--- config.mk ---
export PLATFORM = sky130hd
export DESIGN_NAME = alu_result_stage
export DESIGN_NICKNAME = d
export VERILOG_FILES = /design/src/rtl/alu_result_stage_pkg.sv /design/src/rtl/alu_result_stage_skid_buffer_2.sv /design/src/rtl/alu_result_stage.sv
export SDC_FILE = /design/constraint.sdc
export NUM_CORES = 1
export LEC_CHECK = 0
export ABC_AREA = 1
export CORE_ASPECT_RATIO = 1.2
export CORE_MARGIN = 2
export CORE_UTILIZATION = 40
export DETAILED_ROUTE_END_ITERATION = 8
export PLACE_DENSITY = 0.68
export SKIP_LAST_GASP = 1
export SLEW_MARGIN = 0
export SYNTH_ARGS = -nofsm -noshare
export SYNTH_HDL_FRONTEND = slang
export SYNTH_HIERARCHICAL = 1
export SYNTH_SLANG_ARGS = --single-unit
--- constraint.sdc ---
create_clock -name clk -period 1.7 [get_ports clk]
set_input_delay 0.34 -clock clk [delete_from_list [all_inputs] [get_ports clk]]
set_output_delay 0.34 -clock clk [all_outputs]
set_load 0.02 [all_outputs]
--- src/rtl/alu_result_stage_pkg.sv ---
// Shared definitions for the ALU result stage: opcodes, CCR bit layout,
// skid-buffer state encoding and the buffered entry payload.
package alu_result_stage_pkg;

    localparam int unsigned DATA_W = 32;
    localparam int unsigned CCR_W  = 32;

    localparam logic [DATA_W-1:0] OP_NOP = DATA_W'(0);
    localparam logic [DATA_W-1:0] OP_BEQ = DATA_W'(39);
    localparam logic [DATA_W-1:0] OP_BNE = DATA_W'(40);
    localparam logic [DATA_W-1:0] OP_BLT = DATA_W'(41);

    localparam int unsigned CCR_C   = 0;
    localparam int unsigned CCR_N   = 1;
    localparam int unsigned CCR_V   = 2;
    localparam int unsigned CCR_Z   = 3;
    localparam int unsigned CCR_INR = 4;
    localparam int unsigned CCR_NOP = 5;

    typedef enum logic [1:0] {
        ST_EMPTY = 2'd0,
        ST_ONE   = 2'd1,
        ST_TWO   = 2'd2
    } skid_state_e;

    typedef struct packed {
        logic [DATA_W-1:0] op;
        logic [DATA_W-1:0] rz;
        logic              br_taken;
    } entry_t;

    localparam int unsigned ENTRY_W = $bits(entry_t);

endpackage

--- src/rtl/alu_result_stage_skid_buffer_2.sv ---
// Two-entry skid buffer: registered head plus one skid slot, strict FIFO order,
// in_ready and out_valid both registered from the next occupancy state.
module alu_result_stage_skid_buffer_2
    import alu_result_stage_pkg::*;
#(
    parameter int unsigned W = ENTRY_W
) (
    input  logic         clk,
    input  logic         rst,
    input  logic         in_valid,
    output logic         in_ready,
    input  logic [W-1:0] in_data,
    output logic         out_valid,
    input  logic         out_ready,
    output logic [W-1:0] out_data
);

    skid_state_e  state;
    skid_state_e  state_nxt;
    logic [W-1:0] skid;
    logic         accept;
    logic         drain;

    assign accept = in_valid & in_ready;
    assign drain  = out_valid & out_ready;

    // Occupancy transition; feeds the registered ready/valid flags.
    always_comb begin
        state_nxt = state;
        case (state)
            ST_EMPTY: if (accept) state_nxt = ST_ONE;
            ST_ONE: begin
                if (accept && !drain)      state_nxt = ST_TWO;
                else if (drain && !accept) state_nxt = ST_EMPTY;
            end
            ST_TWO:   if (drain) state_nxt = ST_ONE;
            default:  state_nxt = ST_EMPTY;
        endcase
    end

    always_ff @(posedge clk) begin
        if (rst) begin
            state     <= ST_EMPTY;
            in_ready  <= 1'b0;
            out_valid <= 1'b0;
            out_data  <= '0;
            skid      <= '0;
        end else begin
            state     <= state_nxt;
            in_ready  <= (state_nxt != ST_TWO);
            out_valid <= (state_nxt != ST_EMPTY);
            case (state)
                ST_EMPTY: if (accept) out_data <= in_data;
                ST_ONE: begin
                    if (accept && drain) out_data <= in_data;
                    else if (accept)     skid     <= in_data;
                end
                ST_TWO:   if (drain) out_data <= skid;
                default: ;
            endcase
        end
    end

endmodule

--- src/rtl/alu_result_stage.sv ---
// Stage after the ALU: owns the CCR, resolves branch-taken from the branch's own
// flags, and queues op/rz/taken to writeback through a 2-entry skid buffer.
module alu_result_stage
    import alu_result_stage_pkg::*;
(
    input  logic              clk,
    input  logic              rst,
    input  logic              in_valid,
    output logic              in_ready,
    input  logic [DATA_W-1:0] in_op,
    input  logic [DATA_W-1:0] in_rz,
    input  logic              in_c,
    input  logic              in_v,
    input  logic              in_z,
    input  logic              in_n,
    input  logic              in_inr,
    input  logic              in_ccr_en,
    output logic              out_valid,
    input  logic              out_ready,
    output logic [DATA_W-1:0] out_op,
    output logic [DATA_W-1:0] out_rz,
    output logic              out_br_taken,
    output logic [CCR_W-1:0]  ccr_q,
    output logic              ccr_carry
);

    entry_t in_entry;
    entry_t head;
    logic   accept;
    logic   br_taken;

    assign accept = in_valid & in_ready;

    // Condition comes from the branch's own compare, not the architectural CCR.
    always_comb begin
        br_taken = 1'b0;
        if (in_op == OP_BEQ)      br_taken = in_z;
        else if (in_op == OP_BNE) br_taken = ~in_z;
        else if (in_op == OP_BLT) br_taken = in_n ^ in_v;
    end

    assign in_entry = '{op: in_op, rz: in_rz, br_taken: br_taken};

    alu_result_stage_skid_buffer_2 #(.W(ENTRY_W)) u_skid (
        .clk       (clk),
        .rst       (rst),
        .in_valid  (in_valid),
        .in_ready  (in_ready),
        .in_data   (in_entry),
        .out_valid (out_valid),
        .out_ready (out_ready),
        .out_data  (head)
    );

    assign out_op       = head.op;
    assign out_rz       = head.rz;
    assign out_br_taken = head.br_taken;

    // CCR follows program order at accept time, regardless of writeback stalls.
    always_ff @(posedge clk) begin
        if (rst) begin
            ccr_q <= '0;
        end else if (accept) begin
            if (in_op == OP_NOP) begin
                ccr_q[CCR_NOP] <= 1'b1;
            end else if (in_ccr_en) begin
                ccr_q          <= '0;
                ccr_q[CCR_C]   <= in_c;
                ccr_q[CCR_N]   <= in_n;
                ccr_q[CCR_V]   <= in_v;
                ccr_q[CCR_Z]   <= in_z;
                ccr_q[CCR_INR] <= in_inr;
            end
        end
    end

    assign ccr_carry = ccr_q[CCR_C];

endmodule

Yosys cells after proc, flatten, opt, wreduce, memory -nomap -nowiden

Cells that the tools add are included.

Latch bits: 0
Memories kept: 0
Output and inout port bits: 100
Register bits after elaboration: 140
Memory bits (writable): 0
ROM bits: 0
Bits of input ports: 74
Logic and storage cells: 50

Muxes and demuxes: 14
Bitwise operators: 6
$mul: 0
$add $sub $neg: 0
Div/mod/pow operators: 0
Equal/unequal tests: 9
Shift operators: 0
Order comparisons: 0
Reductions and logical operators: 14

Operators with widths:

| kind                                            | number |
|---|---|
| two-way mux 65 bit                              | 3 |
| case mux 65 bit (3 select lines)                | 1 |
| == test 32 x 6 -> 1 bit (second input constant) | 3 |
| logical NOT 32 bit                              | 1 |
| two-way mux 2 bit                               | 4 |
| two-way mux 6 bit                               | 1 |
| != test 2 x 1 -> 1 bit (second input constant)  | 3 |
| case mux 2 bit (3 select lines)                 | 1 |
| AND reduction 3 bit                             | 2 |
| two-way mux 1 bit                               | 4 |
| AND reduction 4 bit                             | 1 |
| nonzero test 2 bit                              | 2 |
| logical AND 1 bit                               | 3 |
| inverter 1 bit                                  | 3 |
| nonzero test 3 bit                              | 1 |
| bitwise AND 1 bit                               | 2 |
| == test 2 x 1 -> 1 bit (second input constant)  | 1 |
| == test 2 bit (second input constant)           | 1 |
| logical NOT 1 bit                               | 2 |
| logical NOT 2 bit                               | 1 |
| != test 2 bit (second input constant)           | 1 |
| AND reduction 2 bit                             | 1 |
| XOR 1 bit                                       | 1 |

Depth between registers and ports, before layout

Gate-level depths: netlist (run 1).

Word-level depth: 7
Mapped depth: 9
Depth with buffers taken out: 9

By module

Netlist (run 1), hierarchy kept.

By module, submodules not included:

| module                         | cells each | area each (um2) | times used |
|---|---|---|---|
| alu_result_stage_skid_buffer_2 | 931        | 5868.1          | 1 |
| alu_result_stage               | 129        | 747.0           | 1 |

Worst setup path before layout (run 1)

No wires, ideal clock.

Kind: register to register
Start point: reg u_skid.out_valid
End point: reg u_skid.out_data[0]
Arrival: 1214 ps
Stages on the path, launching flop included: 8
Path slack: 374 ps
Path buffers: 2
Path through: dfxtp_1 nand2_1 o21ai_1 nand3_2 buf_2 buf_2 nor2_1 nor2_1

Longest elaborated chain between the ends: 4
Elaborated cells between the ends (all ways): 5
Classes of those cells: 2 x eq/ne; 1 x bitwise; 2 x reduce/logical

Ends and longest elaborated chain:

| element                                  | RTL line                             | text |
|---|---|---|
| start, declared                          | alu_result_stage_skid_buffer_2.sv:13 | `output logic out_valid,` |
| start signal, assigned                   | alu_result_stage_skid_buffer_2.sv:51 | `out_valid <= (state_nxt != ST_EMPTY);` |
| bitwise AND 1 bit (*)                    | alu_result_stage_skid_buffer_2.sv:25 | `assign drain = out_valid & out_ready;` |
| logical AND 1 bit                        | alu_result_stage_skid_buffer_2.sv:55 | `if (accept && drain) out_data <= in_data;` |
| != test 2 x 1 -> 1 bit (no source line)  | -                                    |  |
| AND reduction 4 bit (no source line) (*) | -                                    |  |
| end signal, assigned                     | alu_result_stage_skid_buffer_2.sv:53 | `ST_EMPTY: if (accept) out_data <= in_data;` |
| end signal, assigned                     | alu_result_stage_skid_buffer_2.sv:55 |  |
| end signal, assigned                     | alu_result_stage_skid_buffer_2.sv:58 | `ST_TWO: if (drain) out_data <= skid;` |
| end, declared                            | alu_result_stage_skid_buffer_2.sv:15 | `output logic [W-1:0] out_data` |

Mark *: on every way between the ends. The rest lies on a longest branch, timed or not.
A chain may end at the register's enable or synchronous reset.

Worst setup path in the final report (run 1)

Start point: in in_op[29]
End point: reg u_skid.out_data[0]

Longest elaborated chain between the ends: 6
Elaborated cells between the ends (all ways): 9
Classes of those cells: 3 x eq/ne; 6 x mux

Ends and longest elaborated chain:

| element                               | RTL line                                                                   | text |
|---|---|---|
| start, declared                       | alu_result_stage.sv:10                                                     | `input logic [DATA_W-1:0] in_op,` |
| == test 32 x 6 -> 1 bit               | alu_result_stage.sv:39                                                     | `else if (in_op == OP_BLT) br_taken = in_n ^ in_v;` |
| two-way mux 1 bit                     | alu_result_stage.sv:39                                                     |  |
| two-way mux 1 bit                     | alu_result_stage.sv:38                                                     | `else if (in_op == OP_BNE) br_taken = ~in_z;` |
| two-way mux 1 bit (*)                 | alu_result_stage.sv:37                                                     | `if (in_op == OP_BEQ) br_taken = in_z;` |
| via br_taken                          | alu_result_stage.sv:30                                                     | `logic br_taken;` |
| two-way mux 65 bit (on tied branches) | alu_result_stage_skid_buffer_2.sv:55, alu_result_stage_skid_buffer_2.sv:53 |  |
| case mux 65 bit (3 select lines) (*)  | alu_result_stage_skid_buffer_2.sv:52                                       | `case (state)` |

The timed path passes the listed nets; every way through them passes the cells marked *. The select of a mux whose other input is x is not followed.

==> out/metrics.cfg, run 1 <==
[status]
outcome = complete, no violations

[synthesis]
synth.lib_cells_used.distinct = 23
synthTopCellsByArea = dfxtp_1 42%, nand2_1 28%, nor2_1 9.0%, buf_4 5.4%, a21oi_1 5.1%
ys_ff_latch = 140
post-synth-top-count-cell = nand2_1
synth_enable_flop_cells = 0
yosysWarnings = 6
synth-async-reset-ratio = 0
synthFlopType = dfxtp_1
synth_top_area_share = 0.424
synth.cells.most_frequent = 489 x nand2_1, 159 x nor2_1, 140 x dfxtp_1
yosys.area.top_type = dfxtp_1
post_synth_instance_area_um2 = 6620
avgSynthCellArea_um2 = 6.24
syn-instance-count = 1060
synth-seq-area-share = 0.424

[final_layout]
n_fill_cell = 1674
finish.utilization = 0.554
num_antenna_cells = 0
final_net_count = 1296
drive_gt1_frac = 0.0860
synthToLayoutAreaGrowth_pct = 35.7

[global_routing]
grt_max_degree = 48
via_count_of_the_first_global_routing_pass = 5764
grt_antenna_before_repair = 0
global_route_wire_length_before_repair_um = 27400
grt.total_usage = 0.195
global_route.overflow_total = 0

[routing]
drt-vias-per-instance = 4.44
post-route-drc-count = 0
dr.first_iter.drc_count = 289
route.antenna.remaining_nets = 0
drt-pass1-iter-count = 6
vias = 6410
detail_route.wl_per_cell_um = 11.6
totalWireLength_um = 16800

[critical_path]
crit_arrival_ns = 1.84
timing.critical_path.buf_inv = 1
critical_path.max_fanout = 3
crit_cells = 10
cp-end-kind = flip-flop
critical_path_class = in -> reg
critical_path.cell_chain = clkdlybuf4s50_1, nor2_1, nand2_1, nor2_2, nand2_2, nor3_1, nand2_1, nand2_1, nor2_1, nor2_1
timing.critical_path.from_type = input pin
cpPeakStageDelay_ns = 0.44
crit_slowest_cell = clkdlybuf4s50_1
worst_path_dominant_cell_family = simple AND/OR/NAND/NOR gates
timing.critical_path.required_ns = 2.05
r2r.worst_path.cells = 7

[power_and_ir_drop]
power_density_nw_per_um2 = 981
p_int_uw = 6460
power.total_uw = 8810
switching_power_uw = 2340
peakVddDrop_uv = 546
comb_power_share = 0.179
power_frac_seq = 0.407
power.clock.fraction = 0.414
p_leak_uw = 0.00467
power.share.switching = 0.266

[clock_tree]
clkLatencyLatePin_ns = 0.41
cts_tree = done
clkSlewWorstSetupHoldPaths_ns = 0.06
post_cts_hold_buffer_count = 0
cts_setup_buffers = 0
quantity_of_gates_resized_following_cts = 62
cts-root-buf = clkbuf_16
cts.htree.levels = 4
ctsLongestPathBuffers = 2
cts.sinks = 140
cts_buffer_count = 17

[worst_hold_path]
hold_class = in -> reg
hold_depth = 2

[sta]
final_min_period_over_clock_period = 0.878
final_max_slew_viol_count = 0
fin_crit_ns = 1.49
final.setup_skew_ns = 0.00694
report.final.setup_viol = 0
fmax_mhz = 670
timing_worst_slew_pin_value_ns = 0.515
unrepaired_setup_endpoints_after_global_routing = no
relSlewSlack = 0.657
setup_tns_final_ns = 0
final-hold-violation-count = 0
fin_hold_ws_ns = 0.206

[job]
maxCapViolations = 0

[placed_design]
place_congestion = 0.768
port_buffers = 147
post-dp-hpwl_um = 11100

[die]
die_area_um2 = 17600
chipHeight_um = 145
initial_utilization = 0.408
floorplan.die.width_um = 121
design.core.area_um2 = 16200
placement_rows = 51
floorplan.io_pins = 174

-- final timing paths --
check / startpoint / end / slack [ns]
worst max-delay path: in_op[29] / u_skid/out_data[0]$_SDFFE_PP0P_ / 0.21
worst min-delay path: rst / ccr_q[5]$_SDFFE_PP0P_ / 0.21
worst max register to register: u_skid/state[1]$_SDFF_PP0_ / u_skid/out_data[63]$_SDFFE_PP0P_ / 0.29
worst min register to register: u_skid/skid[11]$_SDFFE_PP0P_ / u_skid/skid[11]$_SDFFE_PP0P_ / 0.46
-- metrics by stage --
step	worst slack [ns]	instance area (um^2)	cells
2_1_floorplan	0.374	6710	1085
3_3_place_gp	-0.213	8450	1415
3_5_place_dp	-0.206	8450	1415
4_1_cts	0.0000163	8950	1445
5_1_grt	0.0493	8980	1445
6_report	0.207	8980	1445
-- cells in the final DEF (no fill, tap or decap), types with 2 or more instances in the layout --
| master | n |
|---|---|
| a21oi_1 | 67 |
| buf_12 | 8 |
| buf_4 | 46 |
| bufinv_16 | 3 |
| clkbuf_1 | 4 |
| clkbuf_16 | 17 |
| clkdlybuf4s50_1 | 72 |
| clkinv_2 | 4 |
| conb_1 | 26 |
| dfxtp_1 | 140 |
| dlygate4sd2_1 | 62 |
| dlymetal6s2s_1 | 12 |
| inv_1 | 83 |
| inv_2 | 9 |
| nand2_1 | 487 |
| nand2_2 | 5 |
| nand3_1 | 8 |
| nor2_1 | 158 |
| nor2_2 | 7 |
| nor2_4 | 2 |
| nor3_1 | 2 |
| o21ai_1 | 2 |
-- worst reg2reg max path, stage by stage (launching register included) --
cell	delay (ns)
dfxtp_1	0.39
nand2_2	0.11
inv_2	0.22
buf_4	0.32
nand2_1	0.09
nand2_1	0.06
nor2_1	0.04
nor2_1	0.12
-- final cells by class --
class / count / area, um^2 / area share
multi-input combinational: 770 / 3070 / 0.342
sequential: 140 / 2800 / 0.312
timing repair buffer: 201 / 1920 / 0.214
clock buffer: 22 / 454 / 0.0506
inverter: 92 / 345 / 0.0385
tap: 212 / 265 / 0.0295
clock inverter: 8 / 119 / 0.0132
-- sequential cells by signal, indices dropped and copies added (netlist names) --
signal            cells
ccr_q                 6
u_skid/skid          65
u_skid/in_ready       1
u_skid/out_valid      1
u_skid/out_data      65
u_skid/state          2
-- cells by family after synthesis --
group,synth area share
buf+inv,0.130
flops,0.424
other cells,0.000567
simple gates,0.390
compound gates,0.0558
-- power by group through the flow --
stage	Clock (uW)	Combinational (uW)	Sequential [uW]
after floorplan	0	749	3860
final	3650	1580	3580
after global routing	3900	1770	3610
after global placement	0	1680	3660
after CTS	3740	1600	3590
after detailed placement	0	1690	3660
-- per-layer routing --
metal | global-route usage | routed length, um | share of wire | vias up
met5 | 0 | 0 | 0 | -
met4 | 0.0575 | 197 | 0.012 | 0
met3 | 0.0525 | 961 | 0.057 | 17
met1 | 0.233 | 7400 | 0.44 | 2827
met2 | 0.344 | 8260 | 0.49 | 146
li1 | - | - | - | 3420
Power figures use the tool's default switching activity.
==> run 2, diff against run 1 <==
- PLACE_DENSITY: 0.68 -> 0.69
- SYNTH_HIERARCHICAL: 1 -> not set
==> run 2 against run 1 <==
  * Wire length fell by 3.0%
  * Hold slack improved by 0.13 ns
  * Global-route usage grew 1.8 points
  * Setup slack gained 0.013 ns
  * Sequential power shrank 1%
  * Clock skew fell by 0.0019 ns
  * Via count fell by 9.9%
  * Synthesized area fell by 10%
  * Register-to-register slack got worse by 0.04 ns
  * Critical path type is now reg -> out
  * Maximum frequency grew 0.88%
  * Core utilization grew 1.9 points
==> out/metrics.cfg, run 2 <==
[routing]
vias = 5775  ; was 6410
route.antenna.remaining_nets = 0  ; unchanged
dr.first_iter.drc_count = 384  ; was 289
drt-pass1-iter-count = 5  ; was 6
drt-vias-per-instance = 4.81  ; was 4.44
post-route-drc-count = 0  ; unchanged
detail_route.wl_per_cell_um = 13.6  ; was 11.6 um
totalWireLength_um = 16300  ; was 16800 um

[power_and_ir_drop]
peakVddDrop_uv = 627  ; was 546 uV
p_leak_uw = 0.00393  ; was 0.00467 uW
power.total_uw = 8410  ; was 8810 uW
power_density_nw_per_um2 = 1020  ; was 981 nW/um^2

[clock_tree]
cts.htree.levels = 4  ; unchanged
quantity_of_gates_resized_following_cts = 72  ; was 62
cts_buffer_count = 17  ; unchanged
cts_setup_buffers = 0  ; unchanged
clkSlewWorstSetupHoldPaths_ns = 0.06  ; about the same
cts.sinks = 140  ; unchanged
cts-root-buf = clkbuf_16  ; unchanged
clkLatencyLatePin_ns = 0.41  ; about the same
ctsLongestPathBuffers = 2  ; unchanged
post_cts_hold_buffer_count = 0  ; unchanged
cts_tree = done  ; unchanged

[synthesis]
syn-instance-count = 853  ; was 1060
post_synth_instance_area_um2 = 5930  ; was 6620 um^2
synth-seq-area-share = 0.473  ; was 0.424
yosys.area.top_type = dfxtp_1  ; unchanged
avgSynthCellArea_um2 = 6.95  ; was 6.24 um^2
synth.lib_cells_used.distinct = 17  ; was 23
synthFlopType = dfxtp_1  ; unchanged
synth_top_area_share = 0.473  ; was 0.424
ys_ff_latch = 140  ; unchanged
synth-async-reset-ratio = 0  ; unchanged
synthTopCellsByArea = dfxtp_1 47%, nor2_1 14%, a21oi_1 12%, nand2_1 10%, o21ai_0 4.8%  ; was dfxtp_1 42%, nand2_1 28%, nor2_1 9.0%, buf_4 5.4%, a21oi_1 5.1%
post-synth-top-count-cell = nor2_1  ; was nand2_1
synth.cells.most_frequent = 228 x nor2_1, 160 x nand2_1, 140 x dfxtp_1  ; was 489 x nand2_1, 159 x nor2_1, 140 x dfxtp_1
synth_enable_flop_cells = 0  ; unchanged
yosysWarnings = 0  ; was 6

[final_layout]
finish.instance_area_um2 = 8260  ; was 8980 um^2
drive_gt1_frac = 0.0868  ; was 0.0860
most_common_cell_after_layout_fill_and_taps_aside = nor2_1  ; was nand2_1
final_net_count = 1087  ; was 1296
layout.cells.most_common_list = 228 x nor2_1, 159 x nand2_1, 140 x dfxtp_1  ; was 487 x nand2_1, 158 x nor2_1, 140 x dfxtp_1
instances_no_fill = 1200  ; was 1445
synthToLayoutAreaGrowth_pct = 39.4  ; was 35.7%
num_antenna_cells = 0  ; unchanged
reg_top3 = u_skid.out_data (65), u_skid.skid (65), ccr_q (6)  ; was u_skid/out_data (65), u_skid/skid (65), ccr_q (6)

[critical_path]
critical_path_class = reg -> out  ; was in -> reg
cpPeakStageDelay_ns = 0.38  ; was 0.44 ns
worst_path_dominant_cell_family = buffers and inverters  ; was simple AND/OR/NAND/NOR gates
timing.critical_path.from_type = flip-flop  ; was input pin
crit_cells = 1  ; was 10
critical_path.cell_chain = dlygate4sd2_1  ; was clkdlybuf4s50_1, nor2_1, nand2_1, nor2_2, nand2_2, nor3_1, nand2_1, nand2_1, nor2_1, nor2_1
timing.critical_path.buf_inv = 1  ; unchanged
cp-end-kind = output pin  ; was flip-flop
crit_arrival_ns = 1.14  ; was 1.84 ns
crit_slowest_cell = dlygate4sd2_1  ; was clkdlybuf4s50_1
critical_path.max_fanout = 3  ; unchanged
r2r.worst_path.cells = 8  ; was 7
timing.critical_path.required_ns = 1.36  ; was 2.05 ns

[placed_design]
detailed_place.area_um2 = 7770  ; was 8450 um^2
port_buffers = 147  ; unchanged
post-dp-hpwl_um = 10700  ; was 11100 um
dp_slack_ns = -0.177  ; was -0.206 ns
place_congestion = 0.788  ; was 0.768
dp.cells = 1169  ; was 1415

[worst_hold_path]
hold_class = in -> reg  ; unchanged
hold_depth = 4  ; was 2

[sta]
final.setup_skew_ns = 0.00507  ; was 0.00694 ns
worst_slack_ns = 0.220  ; was 0.207 ns
fmax_mhz = 676  ; was 670 MHz
setup_tns_final_ns = 0  ; unchanged
fin_crit_ns = 1.48  ; was 1.49 ns
final-hold-violation-count = 0  ; unchanged
unrepaired_setup_endpoints_after_global_routing = no  ; unchanged
final_min_period_over_clock_period = 0.871  ; was 0.878
report.final.setup_viol = 0  ; unchanged
final_max_slew_viol_count = 0  ; unchanged

[global_routing]
global_route_wire_length_before_repair_um = 26400  ; was 27400 um
global_route.overflow_total = 0  ; unchanged
via_count_of_the_first_global_routing_pass = 5401  ; was 5764
grt.total_usage = 0.213  ; was 0.195
grt_antenna_before_repair = 0  ; unchanged
grt_max_degree = 70  ; was 48

[die]
placement_rows = 48  ; was 51
die_area_um2 = 15800  ; was 17600 um^2
floorplan.io_pins = 174  ; unchanged
floorplan.die.width_um = 115  ; was 121 um
initial_utilization = 0.411  ; was 0.408
chipHeight_um = 137  ; was 145 um
design.core.area_um2 = 14400  ; was 16200 um^2

[job]
maxCapViolations = 0  ; unchanged

[status]
outcome = complete, no violations  ; unchanged

==> run 2: cell count changes after synthesis, moves of 3 or more <==
cell,delta
nor2_1,+69
nand2_1,-329
nor2_2,-7
o21ai_1,+9
inv_2,-4
nand2_2,-3
inv_1,-68
clkbuf_1,+12
buf_4,-15
o21ai_0,+57
buf_2,+3
a21oi_1,+72
==> run 2: logic make-up after synthesis <==
logic type      after synthesis  share of synthesized area
flops                       140                      0.473
other cells                   1                   0.000633
buf+inv                     103                     0.0918
compound gates              207                      0.175
simple gates                401                      0.258
xor+xnor                      1                    0.00148
==> run 2: power breakdown <==
part           internal (uW)  switching (uW)
registers               3460            85.9
logic                    535             715
clock network           2300            1320
==> run 2: final cells by class <==
type	count	area, um^2
fillers	1384	6150
flip-flops and latches	140	2800
multi-input cells	635	2690
repair buffers	199	1900
clock buffers	24	492
well taps	175	219
clock inverters	7	87.6
inverters	20	75.1
==> run 2: metal layers <==
| metal | vias up | part of all wire | global-route usage |
|---|---|---|---|
| met5 | - | 0 | 0 |
| met4 | 0 | 0.014 | 0.0696 |
| met3 | 14 | 0.062 | 0.0603 |
| met2 | 177 | 0.48 | 0.352 |
| met1 | 2588 | 0.45 | 0.268 |
| li1 | 2996 | - | - |
==> run 2: through the flow <==
step	hold slack [ns]	utilization
6_report	0.339	0.573
5_1_grt	0.357	0.573
4_1_cts	0.327	0.573
3_5_place_dp	0.459	0.539
3_3_place_gp	0.451	0.539
2_1_floorplan	0.462	-
==> run 2: worst register-to-register path, cell delays in order (launching register included) <==
cell and delay [ns]:
dfxtp_1 0.38, inv_2 0.06, a21oi_1 0.13, nand2_1 0.12, nor2_4 0.18, inv_2 0.09, buf_4 0.20, nor2_1 0.11
nor2_1 0.06
==> run 2: worst paths after layout <==
path / startpoint / to / slack [ns]
worst max-delay path: ccr_q[0]$_SDFFE_PP0P_ / ccr_carry / 0.22
worst min register to register: ccr_q[5]$_SDFFE_PP0P_ / ccr_q[5]$_SDFFE_PP0P_ / 0.47
worst max register to register: u_skid.state[0]$_SDFF_PP0_ / u_skid.skid[31]$_SDFFE_PP0P_ / 0.25
worst min-delay path: rst / u_skid.skid[8]$_SDFFE_PP0P_ / 0.34
==> run 3, diff against run 2 <==
- ABC_AREA: 1 -> not set
- PLACE_DENSITY: 0.69 -> 0.7
- SKIP_CTS_REPAIR_TIMING: not set -> 1
==> run 3 against run 2 <==
  * First-iteration DRC count up 15%
  * Die area down 1.9%
  * Maximum frequency down 12%
  * Count of clock-buffer cells in the layout unchanged
  * Combinational power up 26%
  * Sequential power about the same
  * Register-to-register slack worse by 0.23 ns
  * Critical path depth up 6
  * Largest power group unchanged
==> out/metrics.cfg, run 3 <==
[die]
chipHeight_um = 136  ; was 137 um
placement_rows = 48  ; unchanged
design.core.area_um2 = 14300  ; was 14400 um^2
die_area_um2 = 15500  ; was 15800 um^2
floorplan.die.width_um = 114  ; was 115 um
floorplan.io_pins = 174  ; unchanged
initial_utilization = 0.407  ; was 0.411

[critical_path]
timing.critical_path.from_type = flip-flop  ; unchanged
cp-end-kind = flip-flop  ; was output pin
critical_path.cell_chain = nand2_1, or2_4, o21ai_4, buf_6, clkbuf_16, nor2_1, a311oi_1  ; was dlygate4sd2_1
critical_path.max_fanout = 15  ; was 3
cpPeakStageDelay_ns = 0.35  ; was 0.38 ns
critical_path_class = reg -> reg  ; was reg -> out
timing.critical_path.required_ns = 2.01  ; was 1.36 ns
crit_arrival_ns = 1.99  ; was 1.14 ns
crit_slowest_cell = dfxtp_4  ; was dlygate4sd2_1

[routing]
totalWireLength_um = 17600  ; was 16300 um
vias = 5903  ; was 5775
dr.first_iter.drc_count = 443  ; was 384
route.antenna.remaining_nets = 0  ; unchanged
post-route-drc-count = 0  ; unchanged
drt-pass1-iter-count = 6  ; was 5
detail_route.wl_per_cell_um = 15.6  ; was 13.6 um
drt-vias-per-instance = 5.24  ; was 4.81

[synthesis]
yosys.area.top_type = dfxtp_1  ; unchanged
synth_top_area_share = 0.482  ; was 0.473
post_synth_instance_area_um2 = 5810  ; was 5930 um^2
synth.cells.most_frequent = 268 x nand2_1, 140 x dfxtp_1, 74 x a21oi_1  ; was 228 x nor2_1, 160 x nand2_1, 140 x dfxtp_1
post-synth-top-count-cell = nand2_1  ; was nor2_1
syn-instance-count = 757  ; was 853
synth_enable_flop_cells = 0  ; unchanged
avgSynthCellArea_um2 = 7.68  ; was 6.95 um^2
synth-seq-area-share = 0.482  ; was 0.473
yosysWarnings = 0  ; unchanged
synth.lib_cells_used.distinct = 31  ; was 17
synthTopCellsByArea = dfxtp_1 48%, nand2_1 17%, a311oi_1 9.6%, a21oi_1 6.4%, nor2_1 4.7%  ; was dfxtp_1 47%, nor2_1 14%, a21oi_1 12%, nand2_1 10%, o21ai_0 4.8%
ys_ff_latch = 140  ; unchanged
synth-async-reset-ratio = 0  ; unchanged
synthFlopType = dfxtp_1  ; unchanged

[global_routing]
grt_max_degree = 69  ; was 70
via_count_of_the_first_global_routing_pass = 5163  ; was 5401
global_route_wire_length_before_repair_um = 25100  ; was 26400 um
grt_antenna_before_repair = 1  ; was 0
global_route.overflow_total = 0  ; unchanged
grt.total_usage = 0.202  ; was 0.213

[final_layout]
reg_top3 = u_skid.out_data (65), u_skid.skid (65), ccr_q (6)  ; unchanged
instances_no_fill = 1126  ; was 1200
drive_gt1_frac = 0.136  ; was 0.0868
synthToLayoutAreaGrowth_pct = 52.4  ; was 39.4%
final_net_count = 1011  ; was 1087
finish.utilization = 0.620  ; was 0.573
layout.cells.most_common_list = 268 x nand2_1, 138 x dfxtp_1, 74 x a21oi_1, 74 x dlymetal6s2s_1, 72 x clkdlybuf4s50_1  ; was 228 x nor2_1, 159 x nand2_1, 140 x dfxtp_1
most_common_cell_after_layout_fill_and_taps_aside = nand2_1  ; was nor2_1

[power_and_ir_drop]
p_leak_uw = 0.00438  ; was 0.00393 uW
peakVddDrop_uv = 536  ; was 627 uV
power_density_nw_per_um2 = 990  ; was 1020 nW/um^2

[clock_tree]
cts_tree = done  ; unchanged
ctsLongestPathBuffers = 2  ; unchanged
clkLatencyLatePin_ns = 0.41  ; about the same
clkSlewWorstSetupHoldPaths_ns = 0.06  ; about the same
cts_buffer_count = 17  ; unchanged
cts-root-buf = clkbuf_16  ; unchanged
cts.sinks = 140  ; unchanged
cts.htree.levels = 4  ; unchanged

[sta]
report.final.setup_viol = 0  ; unchanged
final.setup_skew_ns = 0.00821  ; was 0.00507 ns
final_max_slew_viol_count = 0  ; unchanged
final_min_period_over_clock_period = 0.989  ; was 0.871
fin_crit_ns = 1.68  ; was 1.48 ns
final-hold-violation-count = 0  ; unchanged
unrepaired_setup_endpoints_after_global_routing = yes  ; was no
fmax_mhz = 595  ; was 676 MHz
worst_slack_ns = 0.0195  ; was 0.220 ns

[placed_design]
port_buffers = 147  ; unchanged
post-dp-hpwl_um = 10400  ; was 10700 um
dp_slack_ns = -0.525  ; was -0.177 ns
dp.cells = 1078  ; was 1169
place_congestion = 0.783  ; was 0.788

[status]
outcome = complete, no violations  ; unchanged

[job]
maxCapViolations = 0  ; unchanged

[worst_hold_path]
hold_class = in -> reg  ; unchanged

[run 3: changes by cell type in the layout (fill, tap and decap cells not counted), moves of 15 or more]
cell,delta
dlygate4sd2_1,-72
inv_1,-15
nand2_1,+109
dlymetal6s2s_1,+72
o21ai_0,-55
a21oi_1,-65
nor2_1,-157
a311oi_1,+57
[run 3: worst max-delay path, delay by kind of cell, from the launching register on]
family	cells	cell delay (ns)
buffers and inverters	2	0.32
flip-flops	1	0.35
AND/OR/NAND/NOR	3	0.39
AO/OA/AOI/OAI	2	0.53
[run 3: final timing paths]
path	startpoint	cells after the start	to	slack, ns
worst min register to register	u_skid.skid[32]$_SDFFE_PP0P_	2	u_skid.skid[32]$_SDFFE_PP0P_	0.45
worst max-delay path	u_skid.in_ready$_SDFF_PP0_	7	u_skid.out_data[46]$_SDFFE_PP0P_	0.02
worst max register to register	u_skid.in_ready$_SDFF_PP0_	7	u_skid.out_data[46]$_SDFFE_PP0P_	0.02
worst min-delay path	rst	2	u_skid.skid[5]$_SDFFE_PP0P_	0.32
[run 3: stage by stage]
| step | hold WS [ns] | total power, uW | area [um^2] | TNS (ns) |
|---|---|---|---|---|
| CTS | 0.300 | 8670 | 8310 | -2.63 |
| finish | 0.317 | 8760 | 8860 | 0 |
| global placement | 0.443 | 5060 | 7730 | -39.97 |
| detailed placement | 0.447 | 5080 | 7730 | -48.11 |
| global route | 0.320 | 9070 | 8860 | -0.812 |
| floorplan | 0.437 | 4390 | 5900 | 0 |
[run 3: area by class of cell]
type,count,area [um^2]
clock inverter,8,82.6
clock buffer,24,502
fill,1252,5440
antenna,1,2.50
multi-input combinational,557,2770
sequential,140,2810
timing repair buffer,221,2470
tap,175,219
[run 3: kinds of logic after synthesis]
kind of cell | synth area share
compound gates | 0.174
xor+xnor | 0.00151
buf+inv | 0.0790
flops | 0.482
other cells | 0.000645
simple gates | 0.262
[run 3: where the power goes]
part / switching [uW] / internal, uW / total, uW
Clock: 1400 / 2210 / 3620
Sequential: 102 / 3470 / 3570
Combinational: 825 / 747 / 1570
[run 3: layer usage]
metal | track usage | share of wire
met1 | 0.258 | 0.42
met2 | 0.335 | 0.49
met3 | 0.0490 | 0.072
met4 | 0.0644 | 0.012
met5 | 0 | 0
